$ cat src/rtl/ide_pkg.sv
// ----------------------------------------------------------------------------
// Module : ide_pkg
// Brief  : Shared opcodes, FSM states and taskfile byte indices for the
//          MCU-side SPI command channel of the IDE emulation.
// Rev    : 1.0  initial release
// ----------------------------------------------------------------------------
`default_nettype none

package ide_pkg;

  localparam logic [7:0] OP_RDREG = 8'h00;
  localparam logic [7:0] OP_RDBUF = 8'h10;
  localparam logic [7:0] OP_WRBUF = 8'h20;
  localparam logic [7:0] OP_WRERR = 8'h30;
  localparam logic [7:0] OP_DONE  = 8'h40;

  typedef enum logic [1:0] {
    ST_IDLE   = 2'd0,
    ST_OPCODE = 2'd1,
    ST_DATA   = 2'd2,
    ST_IGNORE = 2'd3
  } state_t;

  localparam int TF_STATUS   = 0;
  localparam int TF_COMMAND  = 1;
  localparam int TF_FEATURES = 2;
  localparam int TF_SECCOUNT = 3;
  localparam int TF_LBA0     = 4;
  localparam int TF_LBA1     = 5;
  localparam int TF_LBA2     = 6;
  localparam int TF_LBA3     = 7;

  // Register reads occupy the whole 8'h00-07 block.
  function automatic logic is_rdreg(input logic [7:0] b);
    return b[7:3] == OP_RDREG[7:3];
  endfunction

  function automatic logic op_known(input logic [7:0] b);
    return is_rdreg(b) || (b == OP_RDBUF) || (b == OP_WRBUF) ||
           (b == OP_WRERR) || (b == OP_DONE);
  endfunction

endpackage

`default_nettype wire

$ cat src/rtl/ide_mcu_spi_if.sv
// ----------------------------------------------------------------------------
// Module : ide_mcu_spi_if
// Brief  : SPI pins, sector-RAM port and taskfile strobes of the MCU channel.
// Rev    : 1.0  initial release
// ----------------------------------------------------------------------------
`default_nettype none

interface ide_mcu_spi_if;
  logic        mcu_ss_n;
  logic        mcu_sclk;
  logic        mcu_mosi;
  logic        mcu_miso;
  logic [63:0] tf_regs;
  logic [7:0]  ram_a;
  logic [15:0] ram_rdata;
  logic [15:0] ram_wdata;
  logic        ram_we;
  logic        err_wr;
  logic [7:0]  err_data;
  logic        done_strobe;
  logic        done_drq;

  modport slave (
    input  mcu_ss_n, mcu_sclk, mcu_mosi, tf_regs, ram_rdata,
    output mcu_miso, ram_a, ram_wdata, ram_we, err_wr, err_data,
           done_strobe, done_drq
  );

  modport master (
    output mcu_ss_n, mcu_sclk, mcu_mosi, tf_regs, ram_rdata,
    input  mcu_miso, ram_a, ram_wdata, ram_we, err_wr, err_data,
           done_strobe, done_drq
  );
endinterface

`default_nettype wire

$ cat src/rtl/ide_spi_shifter.sv
// ----------------------------------------------------------------------------
// Module : ide_spi_shifter
// Brief  : Mode-0 SPI slave bit engine: synchronisers, sclk edge detect,
//          rx/tx shift registers and byte framing.
// Rev    : 1.0  initial release
// ----------------------------------------------------------------------------
`default_nettype none

module ide_spi_shifter #(
  parameter int         SYNC_STAGES = 2,
  parameter logic [7:0] IDLE_MISO   = 8'h00
) (
  input  logic       clk,
  input  logic       reset_n,
  input  logic       ss_n_in,
  input  logic       sclk_in,
  input  logic       mosi_in,
  input  logic [7:0] tx_byte,
  output logic       ss_n,
  output logic       miso,
  output logic       byte_done,
  output logic       tx_load,
  output logic [7:0] rx_byte
);

  logic [SYNC_STAGES-1:0] r_ss_sync, r_sclk_sync, r_mosi_sync;
  logic       r_sclk_prev;
  logic [2:0] r_bit_cnt;
  logic [7:0] r_rx_sh, r_rx_byte, r_tx_sh;
  logic       r_byte_done, r_tx_pending;
  logic       w_sclk, w_mosi, w_rise, w_fall;

  assign ss_n   = r_ss_sync[SYNC_STAGES-1];
  assign w_sclk = r_sclk_sync[SYNC_STAGES-1];
  assign w_mosi = r_mosi_sync[SYNC_STAGES-1];
  assign w_rise = w_sclk & ~r_sclk_prev;
  assign w_fall = ~w_sclk & r_sclk_prev;

  assign miso      = ~ss_n & r_tx_sh[7];
  assign byte_done = r_byte_done;
  assign rx_byte   = r_rx_byte;
  assign tx_load   = w_fall & r_tx_pending & ~ss_n;

  // ss_n resets low so a select held across reset is not mistaken for a fresh one.
  always_ff @(posedge clk or negedge reset_n) begin
    if (!reset_n) begin
      r_ss_sync    <= '0;
      r_sclk_sync  <= '0;
      r_mosi_sync  <= '0;
      r_sclk_prev  <= 1'b0;
      r_bit_cnt    <= 3'd0;
      r_rx_sh      <= 8'h00;
      r_rx_byte    <= 8'h00;
      r_byte_done  <= 1'b0;
      r_tx_sh      <= 8'h00;
      r_tx_pending <= 1'b0;
    end else begin
      r_ss_sync   <= {r_ss_sync[SYNC_STAGES-2:0], ss_n_in};
      r_sclk_sync <= {r_sclk_sync[SYNC_STAGES-2:0], sclk_in};
      r_mosi_sync <= {r_mosi_sync[SYNC_STAGES-2:0], mosi_in};
      r_sclk_prev <= w_sclk;
      r_byte_done <= w_rise && (r_bit_cnt == 3'd7);

      if (w_rise) begin
        r_rx_sh <= {r_rx_sh[6:0], w_mosi};
        if (r_bit_cnt == 3'd7) r_rx_byte <= {r_rx_sh[6:0], w_mosi};
      end

      if (ss_n) r_bit_cnt <= 3'd0;
      else if (w_rise) r_bit_cnt <= r_bit_cnt + 3'd1;

      if (ss_n) begin
        r_tx_sh      <= IDLE_MISO;
        r_tx_pending <= 1'b0;
      end else begin
        if (r_byte_done) r_tx_pending <= 1'b1;
        if (w_fall) begin
          if (r_tx_pending) begin
            r_tx_sh      <= tx_byte;
            r_tx_pending <= 1'b0;
          end else begin
            r_tx_sh <= {r_tx_sh[6:0], 1'b0};
          end
        end
      end
    end
  end

endmodule

`default_nettype wire

$ cat src/rtl/ide_mcu_spi.sv
// ----------------------------------------------------------------------------
// Module : ide_mcu_spi
// Brief  : MCU SPI command slave: taskfile reads, sector-buffer streaming,
//          error register write and command completion strobes.
// Rev    : 1.0  initial release
// ----------------------------------------------------------------------------
`default_nettype none

module ide_mcu_spi
  import ide_pkg::*;
#(
  parameter int         SYNC_STAGES = 2,
  parameter logic [7:0] IDLE_MISO   = 8'h00
) (
  input  logic         clk,
  input  logic         reset_n,
  ide_mcu_spi_if.slave bus
);

  logic        w_ss_n, w_byte_done, w_tx_load;
  logic [7:0]  w_rx_byte, w_tx_byte;
  state_t      r_state, w_state_next;
  logic        r_armed, r_first, r_odd, r_reg_valid;
  logic [7:0]  r_op, r_reg_byte, r_ram_a, r_err_data;
  logic [15:0] r_ram_wdata;
  logic        r_ram_we, r_err_wr, r_done_strobe, r_done_drq;

  ide_spi_shifter #(
    .SYNC_STAGES (SYNC_STAGES),
    .IDLE_MISO   (IDLE_MISO)
  ) u_shifter (
    .clk       (clk),
    .reset_n   (reset_n),
    .ss_n_in   (bus.mcu_ss_n),
    .sclk_in   (bus.mcu_sclk),
    .mosi_in   (bus.mcu_mosi),
    .tx_byte   (w_tx_byte),
    .ss_n      (w_ss_n),
    .miso      (bus.mcu_miso),
    .byte_done (w_byte_done),
    .tx_load   (w_tx_load),
    .rx_byte   (w_rx_byte)
  );

  assign bus.ram_a       = r_ram_a;
  assign bus.ram_wdata   = r_ram_wdata;
  assign bus.ram_we      = r_ram_we;
  assign bus.err_wr      = r_err_wr;
  assign bus.err_data    = r_err_data;
  assign bus.done_strobe = r_done_strobe;
  assign bus.done_drq    = r_done_drq;

  always_ff @(posedge clk or negedge reset_n) begin
    if (!reset_n) r_state <= ST_IDLE;
    else          r_state <= w_state_next;
  end

  always_comb begin
    w_state_next = r_state;
    w_tx_byte    = IDLE_MISO;
    case (r_state)
      ST_IDLE:   if (!w_ss_n && r_armed) w_state_next = ST_OPCODE;
      ST_OPCODE: if (w_byte_done) w_state_next = op_known(w_rx_byte) ? ST_DATA : ST_IGNORE;
      ST_DATA: begin
        if (is_rdreg(r_op) && r_reg_valid) w_tx_byte = r_reg_byte;
        else if (r_op == OP_RDBUF)         w_tx_byte = r_odd ? bus.ram_rdata[15:8] : bus.ram_rdata[7:0];
      end
      default: ;
    endcase
    if (w_ss_n) w_state_next = ST_IDLE;
  end

  // A byte finishing in the deselect cycle is still acted on here; the FSM drops to IDLE.
  always_ff @(posedge clk or negedge reset_n) begin
    if (!reset_n) begin
      r_armed       <= 1'b0;
      r_first       <= 1'b0;
      r_odd         <= 1'b0;
      r_reg_valid   <= 1'b0;
      r_op          <= 8'h00;
      r_reg_byte    <= 8'h00;
      r_ram_a       <= 8'h00;
      r_ram_wdata   <= 16'h0000;
      r_ram_we      <= 1'b0;
      r_err_wr      <= 1'b0;
      r_err_data    <= 8'h00;
      r_done_strobe <= 1'b0;
      r_done_drq    <= 1'b0;
    end else begin
      r_ram_we      <= 1'b0;
      r_err_wr      <= 1'b0;
      r_done_strobe <= 1'b0;
      if (w_ss_n)    r_armed     <= 1'b1;
      if (r_ram_we)  r_ram_a     <= r_ram_a + 8'd1;
      if (w_tx_load) r_reg_valid <= 1'b0;

      if (w_byte_done) begin
        if (r_state == ST_OPCODE) begin
          r_op        <= w_rx_byte;
          r_odd       <= 1'b0;
          r_first     <= 1'b1;
          r_reg_valid <= is_rdreg(w_rx_byte);
          r_reg_byte  <= bus.tf_regs[{w_rx_byte[2:0], 3'b000} +: 8];
          if (w_rx_byte == OP_RDBUF || w_rx_byte == OP_WRBUF) r_ram_a <= 8'h00;
        end else if (r_state == ST_DATA) begin
          r_first <= 1'b0;
          if (r_op == OP_RDBUF) begin
            r_odd <= ~r_odd;
            if (r_odd) r_ram_a <= r_ram_a + 8'd1;
          end else if (r_op == OP_WRBUF) begin
            r_odd <= ~r_odd;
            if (r_odd) begin
              r_ram_wdata[15:8] <= w_rx_byte;
              r_ram_we          <= 1'b1;
            end else begin
              r_ram_wdata[7:0]  <= w_rx_byte;
            end
          end else if (r_op == OP_WRERR && r_first) begin
            r_err_data <= w_rx_byte;
            r_err_wr   <= 1'b1;
          end else if (r_op == OP_DONE && r_first) begin
            r_done_drq    <= w_rx_byte[0];
            r_done_strobe <= 1'b1;
          end
        end
      end
    end
  end

endmodule

`default_nettype wire

$ cat src/flat_wrapper.sv
// flat-port wrapper written by rule: the top's interface ports become plain ports
module ide_mcu_spi_flat import ide_pkg::*;
#(
  parameter int         SYNC_STAGES = 2,
  parameter logic [7:0] IDLE_MISO   = 8'h00
)
  (clk, reset_n, bus_mcu_ss_n, bus_mcu_sclk, bus_mcu_mosi, bus_tf_regs, bus_ram_rdata, bus_mcu_miso, bus_ram_a, bus_ram_wdata, bus_ram_we, bus_err_wr, bus_err_data, bus_done_strobe, bus_done_drq);
  ide_mcu_spi_if bus_i ();
  input  logic clk;
  input  logic reset_n;
  input wire logic [$bits(bus_i.mcu_ss_n)-1:0] bus_mcu_ss_n;
  input wire logic [$bits(bus_i.mcu_sclk)-1:0] bus_mcu_sclk;
  input wire logic [$bits(bus_i.mcu_mosi)-1:0] bus_mcu_mosi;
  input wire logic [$bits(bus_i.tf_regs)-1:0] bus_tf_regs;
  input wire logic [$bits(bus_i.ram_rdata)-1:0] bus_ram_rdata;
  output wire logic [$bits(bus_i.mcu_miso)-1:0] bus_mcu_miso;
  output wire logic [$bits(bus_i.ram_a)-1:0] bus_ram_a;
  output wire logic [$bits(bus_i.ram_wdata)-1:0] bus_ram_wdata;
  output wire logic [$bits(bus_i.ram_we)-1:0] bus_ram_we;
  output wire logic [$bits(bus_i.err_wr)-1:0] bus_err_wr;
  output wire logic [$bits(bus_i.err_data)-1:0] bus_err_data;
  output wire logic [$bits(bus_i.done_strobe)-1:0] bus_done_strobe;
  output wire logic [$bits(bus_i.done_drq)-1:0] bus_done_drq;
  assign bus_i.mcu_ss_n = bus_mcu_ss_n;
  assign bus_i.mcu_sclk = bus_mcu_sclk;
  assign bus_i.mcu_mosi = bus_mcu_mosi;
  assign bus_i.tf_regs = bus_tf_regs;
  assign bus_i.ram_rdata = bus_ram_rdata;
  assign bus_mcu_miso = bus_i.mcu_miso;
  assign bus_ram_a = bus_i.ram_a;
  assign bus_ram_wdata = bus_i.ram_wdata;
  assign bus_ram_we = bus_i.ram_we;
  assign bus_err_wr = bus_i.err_wr;
  assign bus_err_data = bus_i.err_data;
  assign bus_done_strobe = bus_i.done_strobe;
  assign bus_done_drq = bus_i.done_drq;
  ide_mcu_spi #(.SYNC_STAGES(SYNC_STAGES), .IDLE_MISO(IDLE_MISO)) u_core (.clk(clk), .reset_n(reset_n), .bus(bus_i));
endmodule
$ cat config.mk
export PLATFORM = sky130hd
export DESIGN_NAME = ide_mcu_spi_flat
export DESIGN_NICKNAME = d
export VERILOG_FILES = /design/src/rtl/ide_pkg.sv /design/src/rtl/ide_mcu_spi_if.sv /design/src/rtl/ide_spi_shifter.sv /design/src/rtl/ide_mcu_spi.sv /design/src/flat_wrapper.sv
export SDC_FILE = /design/constraint.sdc
export NUM_CORES = 1
export LEC_CHECK = 0
export CAP_MARGIN = 20
export CORE_MARGIN = 2
export CORE_UTILIZATION = 49
export DETAILED_ROUTE_END_ITERATION = 7
export HOLD_SLACK_MARGIN = 0.08
export MAX_ROUTING_LAYER = met4
export PLACE_DENSITY = 0.88
export SLEW_MARGIN = 25
export SYNTH_ARGS = -nofsm -noshare
export SYNTH_HDL_FRONTEND = slang
export SYNTH_HIERARCHICAL = 1
export SYNTH_SLANG_ARGS = --single-unit
$ cat constraint.sdc
create_clock -name clk -period 2.2 [get_ports clk]
set_input_delay 0.44 -clock clk [delete_from_list [all_inputs] [get_ports clk]]
set_output_delay 0.44 -clock clk [all_outputs]
set_load 0.01 [all_outputs]
# Yosys cells after proc, flatten, opt, wreduce, memory -nomap -nowiden
# Cells that the tools add are included.
[op_classes]
bitwise = 13
mux = 53
n_eq_ne = 13
n_shift = 1
addsub = 2
n_reduce_logical = 28
[ops]
columns = ["operator", "count"]
rows = [
  ["8-bit 2-to-1 mux", 14],
  ["64-bit by 7-bit variable part select with 8-bit output", 1],
  ["1-bit 2-to-1 mux", 33],
  ["8-bit by 6-bit == test with 1-bit output, second input constant", 4],
  ["6-bit AND reduction", 3],
  ["8-bit by 5-bit == test with 1-bit output, second input constant", 2],
  ["8-bit by 7-bit == test with 1-bit output, second input constant", 2],
  ["5-bit logical NOT", 2],
  ["8-bit by 1-bit adder with 8-bit output, second input constant", 1],
  ["1-bit inverter", 8],
  ["7-bit AND reduction", 1],
  ["2-bit 2-to-1 mux", 3],
  ["3-bit 2-to-1 mux", 2],
  ["2-bit AND reduction", 3],
  ["3-bit AND reduction", 2],
  ["2-bit nonzero test", 3],
  ["3-bit nonzero test", 2],
  ["1-bit AND", 5],
  ["1-bit logical AND", 5],
  ["1-bit logical OR", 5],
  ["2-bit case mux with 2 select lines", 1],
  ["3-bit by 1-bit adder with 3-bit output, second input constant", 1],
  ["3-bit == test, second input constant", 1],
  ["3-bit by 2-bit != test with 1-bit output, second input constant", 1],
  ["other kinds (5)", 5],
]
[totals]
output_inout_bits = 37
elab_cells = 135
reg_bits = 93
in_bits = 85

# Logic depth before layout (Yosys ltp)
[logic_depth]
depth_word = 9
ltp_mapped = 8

# Modules after synthesis
# Netlist, hierarchy kept.
[by_module_without_submodules]
columns = ["module", "seq_area_each_um2", "n_inst", "area_each_um2", "cells_each"]
rows = [
  ["ide_mcu_spi", 1451.4, 1, 3368.2, 274],
  ["ide_spi_shifter", 875.8, 1, 1373.8, 96],
]

# Worst setup path before layout
# Ideal clock, no wire load.
[synth_path]
path_type = "flip-flop to flip-flop"
startpoint = "reg u_core.r_op[3]"
endpoint = "reg u_core.u_shifter.r_tx_sh[2]"
period_less_slack_ns = 2.000
setup_ns = 0.094
slack_ns = 0.200
path_stages_with_launch = 7
arrival_time_ns = 1.906
path_cell_list = "dfrtp_1 -> or4_2 -> nor2_1 -> a22oi_1 -> nor2b_1 -> mux2i_1 -> a211oi_1"
[synth_between]
elab_chain_cells = 7
elab_cells_between_ends = 9
classes_between = "eq/ne: 1; mux: 6; reduce/logical: 2"
[synth_rtl]
columns = ["item", "line_no", "text"]
rows = [
  ["start: declaration", "ide_mcu_spi.sv:24", "logic [7:0] r_op, r_reg_byte, r_ram_a, r_err_data;"],
  ["start signal: assignment", "ide_mcu_spi.sv:99", "r_op <= w_rx_byte;"],
  ["8-bit by 5-bit == test with 1-bit output / 5-bit logical NOT (equally long branches)", "ide_mcu_spi.sv:66, ide_pkg.sv:35", ""],
  ["8-bit 2-to-1 mux / 1-bit logical AND (equally long branches)", "ide_mcu_spi.sv:66, ide_mcu_spi.sv:65", ""],
  ["8-bit 2-to-1 mux *", "ide_mcu_spi.sv:65", "if (is_rdreg(r_op) && r_reg_valid) w_tx_byte = r_reg_byte;"],
  ["8-bit 2-to-1 mux *", "ide_mcu_spi.sv:61", "case (r_state)"],
  ["named net u_core.w_tx_byte[2]", "ide_mcu_spi.sv:21", "logic [7:0] w_rx_byte, w_tx_byte;"],
  ["8-bit 2-to-1 mux *", "ide_spi_shifter.sv:78", "if (r_tx_pending) begin"],
  ["8-bit 2-to-1 mux *", "ide_spi_shifter.sv:77", "if (w_fall) begin"],
  ["8-bit 2-to-1 mux *", "ide_spi_shifter.sv:72", "if (ss_n) begin"],
  ["end signal: assignment", "ide_spi_shifter.sv:79", "r_tx_sh <= tx_byte;"],
  ["end signal: assignment", "ide_spi_shifter.sv:82", "r_tx_sh <= {r_tx_sh[6:0], 1'b0};"],
  ["end: declaration", "ide_spi_shifter.sv:29", "logic [7:0] r_rx_sh, r_rx_byte, r_tx_sh;"],
]
# Mark *: on every way through the listed nets, which the timed path passes. The rest lies on a longest branch. The select of a mux whose other input is x is not followed.
# A chain may end at the register's enable or synchronous reset.

# Worst setup path after layout
[layout_path]
startpoint = "reg u_core.r_op[6]"
endpoint = "reg u_core.u_shifter.r_tx_sh[3]"
# The elaborated chain is that of the path after synthesis.

==> impl_metrics.py <==
metrics = {
    "clocking": {
        "cts.clk_slew.worst_paths_ns": 0.10,
        "numClockSinks": 93,
        "tritoncts": "yes",
        "clk-insertion-delay-late_ns": 0.36,
        "cts-root-buf": "clkbuf_8",
        "h-tree-depth": 3,
        "ctsLongestPathBuffers": 2,
        "cts_inserted_buffers": 9,
    },
    "placement": {
        "numPlacedInstances": 618,
        "place_congestion": 0.982,
        "buffer_ports.inserted": 121,
        "dp_hpwl_mm": 8.54,
        "place_ws_ns": 0.0781,
    },
    "critical_path": {
        "worst_setup_path_end_kind": "flip-flop",
        "slowest_delay_ns": 0.73,
        "path_buf_inv": 1,
        "crit_path_cell_trace": "or4b_2 > nor2_2 > buf_6 > a22oi_1 > nor2b_1 > mux2i_1 > a211oi_1",
        "critPathLaunchType": "flip-flop",
        "timing.critical_path.max_delay_family": "simple AND/OR/NAND/NOR gates",
        "crit_fanout": 8,
        "setup.worst_path.class": "reg2reg",
        "crit_arrival_ns": 2.36,
        "critPathRequiredTime_ns": 2.47,
        "critPathSlowestCell": "or4b_2",
    },
    "detailed_routing": {
        "vias_per_cell": 5.58,
        "remaining_drc_errors": 0,
        "ant_nets": 0,
        "detailedRoute.firstIterationViolations": 251,
        "route.vias.total": 3552,
        "post_drt_wl_per_cell_um": 18.3,
        "detailedRoute.firstPassIterationCount": 6,
        "routed_wirelength_mm": 11.6,
    },
    "synthesis": {
        "synth_xor_xnor_area_share": 0.00554,
        "synthArstFlopShare": 1.00,
        "avgSynthCellArea_um2": 12.8,
        "seq_area_frac_synth": 0.491,
        "mappedNetlistNets": 461,
        "adder_cell_share_of_the_synthesized_area": 0.0158,
        "synth_edf_count": 0,
        "synth_area_in_compound_gates": 0.0641,
        "synthesis.area_um2": 4740,
        "ys.flop_type": "dfrtp_1",
        "combinational_family_with_the_most_area_after_synthesis": "multiplexers",
        "synthesis.instances": 370,
        "simple_gate_share_of_the_synthesized_area": 0.124,
        "yosys-mux-area-fraction": 0.262,
        "yosys_warnings": 6,
        "synth_seq_cells": 93,
        "count_of_unique_library_cells_instantiated_by_yosys": 55,
    },
    "final_layout": {
        "final-seq-area_um2": 2330,
        "post_layout_nonfiller_instances": 636,
        "fill_cells": 687,
        "final_layout_size_suffix_gt1_frac": 0.245,
        "nNetsFinal": 594,
        "layout_commonest_cell": "clkdlybuf4s50_1",
        "antenna_cells": 0,
        "area.growth.synth_to_final_pct": 33.8,
        "layout_common_cells": "clkdlybuf4s50_1 (120), dfrtp_1 (92), mux2_2 (48), nand2_1 (22), mux2i_1 (22)",
        "multi_input_area_um2": 2240,
    },
    "power_and_ir_drop": {
        "power.density_nw_per_um2": 522,
        "vdd_ir_drop_max_mv": 0.507,
        "leakage_uw": 0.00272,
    },
    "sta": {
        "hold_fails_final_rpt": 0,
        "final-max-slew-violation-count": 0,
        "tns_ns": 0,
        "ratio_of_final_minimum_period_to_clock_period": 0.952,
        "achievable-frequency_ghz": 0.477,
        "postLayoutSetupSlackWorst_ns": 0.105,
        "final_period_minus_worst_setup_slack_ns": 2.10,
        "worstMarginPinSlew_ns": 0.621,
        "rsz0062_at_grt": "no",
        "report.final.setup_viol": 0,
        "max-slew-margin-rel": 0.585,
        "fin_worst_skew_ns": 0.0137,
    },
    "grt": {
        "track_usage": 0.243,
        "first_global_vias": 3818,
        "antenna_violations_before_repair": 0,
        "maximum_number_of_pins_on_one_net_before_global_route_repair": 55,
        "grt_pass1_wl_mm": 18.9,
        "overflow": 0,
    },
    "worst_hold_path": {
        "hp-class": "reg2reg",
    },
    "run_status": {
        "status": "finished, final reports clean",
    },
    "floorplan": {
        "core.rowCount": 35,
        "die_y_um": 102,
        "floorplan.initialDensity": 0.508,
        "die-area_um2": 10500,
        "die_width_um": 102,
        "area_of_the_core_region_um2": 9330,
        "top_level_ports": 122,
    },
    "job": {
        "cap_violations": 0,
    },
}
-- cells in the mapped netlist, drive strengths merged (2+ instances only) --
cell | count | area (um^2)
dfrtp | 93 | 2330
mux2 | 56 | 661
nand2 | 24 | 100
mux2i | 22 | 220
mux4 | 16 | 360
nor2 | 15 | 56.3
clkbuf | 13 | 73.8
o21ai | 13 | 65.1
a21oi | 12 | 60.1
nor2b | 10 | 62.6
a211oi | 8 | 65.1
a22oi | 8 | 60.1
buf | 8 | 80.1
nand3 | 8 | 40.0
inv | 7 | 26.3
ha | 6 | 75.1
nand2b | 6 | 37.5
nand4 | 6 | 37.5
nor3 | 6 | 41.3
nor4 | 4 | 55.1
or4 | 3 | 27.5
a21o | 2 | 15.0
a31oi | 2 | 12.5
and4 | 2 | 17.5
and4b | 2 | 21.3
or3 | 2 | 12.5
xor2 | 2 | 17.5
-- final cells by class --
type / count / share of cell area
clock buffer: 9 / 0.0195
clock inverter: 6 / 0.0112
inverter: 7 / 0.00414
multi-input combinational: 249 / 0.353
sequential: 93 / 0.367
tap: 129 / 0.0254
timing repair buffer: 143 / 0.220
-- sequential cells by signal (all words and copies together), names as in the netlist, 2 cells and up --
register and flops:
u_core/u_shifter/r_mosi_sync 2, u_core/u_shifter/r_bit_cnt 3, u_core/u_shifter/r_sclk_sync 2, u_core/u_shifter/r_tx_sh 8, u_core/bus.err_data 8, u_core/u_shifter/rx_byte 8
u_core/r_reg_byte 8, u_core/r_op 8, u_core/u_shifter/r_ss_sync 2, u_core/bus.ram_a 8, u_core/r_state 2, u_core/bus.ram_wdata 16
u_core/u_shifter/r_rx_sh 7
-- worst register-to-register path, cell delays in order (launching register included) --
cell and delay, ns:
dfrtp_2 0.42, or4b_2 0.73, nor2_2 0.13, buf_6 0.14
a22oi_1 0.08, nor2b_1 0.14, mux2i_1 0.09, a211oi_1 0.27
-- per-layer routing --
layer | vias up | wire length [um] | track usage | share of wire
li1 | 1628 | - | - | -
met1 | 1767 | 4900 | 0.304 | 0.42
met2 | 136 | 5880 | 0.399 | 0.51
met3 | 21 | 643 | 0.0424 | 0.055
met4 | 0 | 201 | 0.0892 | 0.017
met5 | - | 0 | - | 0
-- stage by stage --
| stage | power (uW) | hold slack [ns] | util | cell area, um^2 |
|---|---|---|---|---|
| final | 3310 | 0.353 | 0.680 | 6340 |
| after global routing | 3450 | 0.365 | 0.680 | 6340 |
| after CTS | 3340 | 0.356 | 0.677 | 6320 |
| after detailed placement | 2200 | 0.318 | 0.655 | 6110 |
| after global placement | 2180 | 0.312 | 0.655 | 6110 |
| after floorplan | 1970 | 0.144 | - | 4740 |
-- timing repair --
item,4_1_cts,5_1_grt
endpoints found under the setup margin,0,7
hold buffers,1,0
buffers inserted,0,2
hold endpoints to repair,13,0
resized for setup,0,4
-- where the power goes --
group | internal (uW) | leakage, uW | switching (uW)
Sequential | 1770 | 0.00121 | 43.0
Combinational | 228 | 0.00141 | 117
Clock | 531 | 0.0000976 | 616
Total | 2530 | 0.00272 | 776
-- logic make-up (layout without fill, tap and decap cells) --
logic type / count (synthesis) / after routing
multiplexers: 94 / 94
XOR/XNOR: 3 / 3
buffers and inverters: 28 / 165
flip-flops: 93 / 93
AO/OA/AOI/OAI: 48 / 48
adder cells (fa/ha/maj): 6 / 6
AND/OR/NAND/NOR: 98 / 98
-- worst paths after layout --
path	end	slack [ns]	from	cells after the start
worst min register to register	u_core/u_shifter/r_sclk_sync[1]	0.35	u_core/u_shifter/r_sclk_sync[0]	0
worst min-delay path	u_core/u_shifter/r_sclk_sync[1]	0.35	u_core/u_shifter/r_sclk_sync[0]	0
min in group asynchronous	u_core/u_shifter/r_tx_sh[6]	0.47	reset_n	2
worst max-delay path	u_core/u_shifter/r_tx_sh[3]	0.10	u_core/r_op[6]	7
worst max register to register	u_core/u_shifter/r_tx_sh[3]	0.10	u_core/r_op[6]	7
max in group asynchronous	u_core/r_op[6]	1.12	reset_n	3
(Power assumes the default switching activity.)
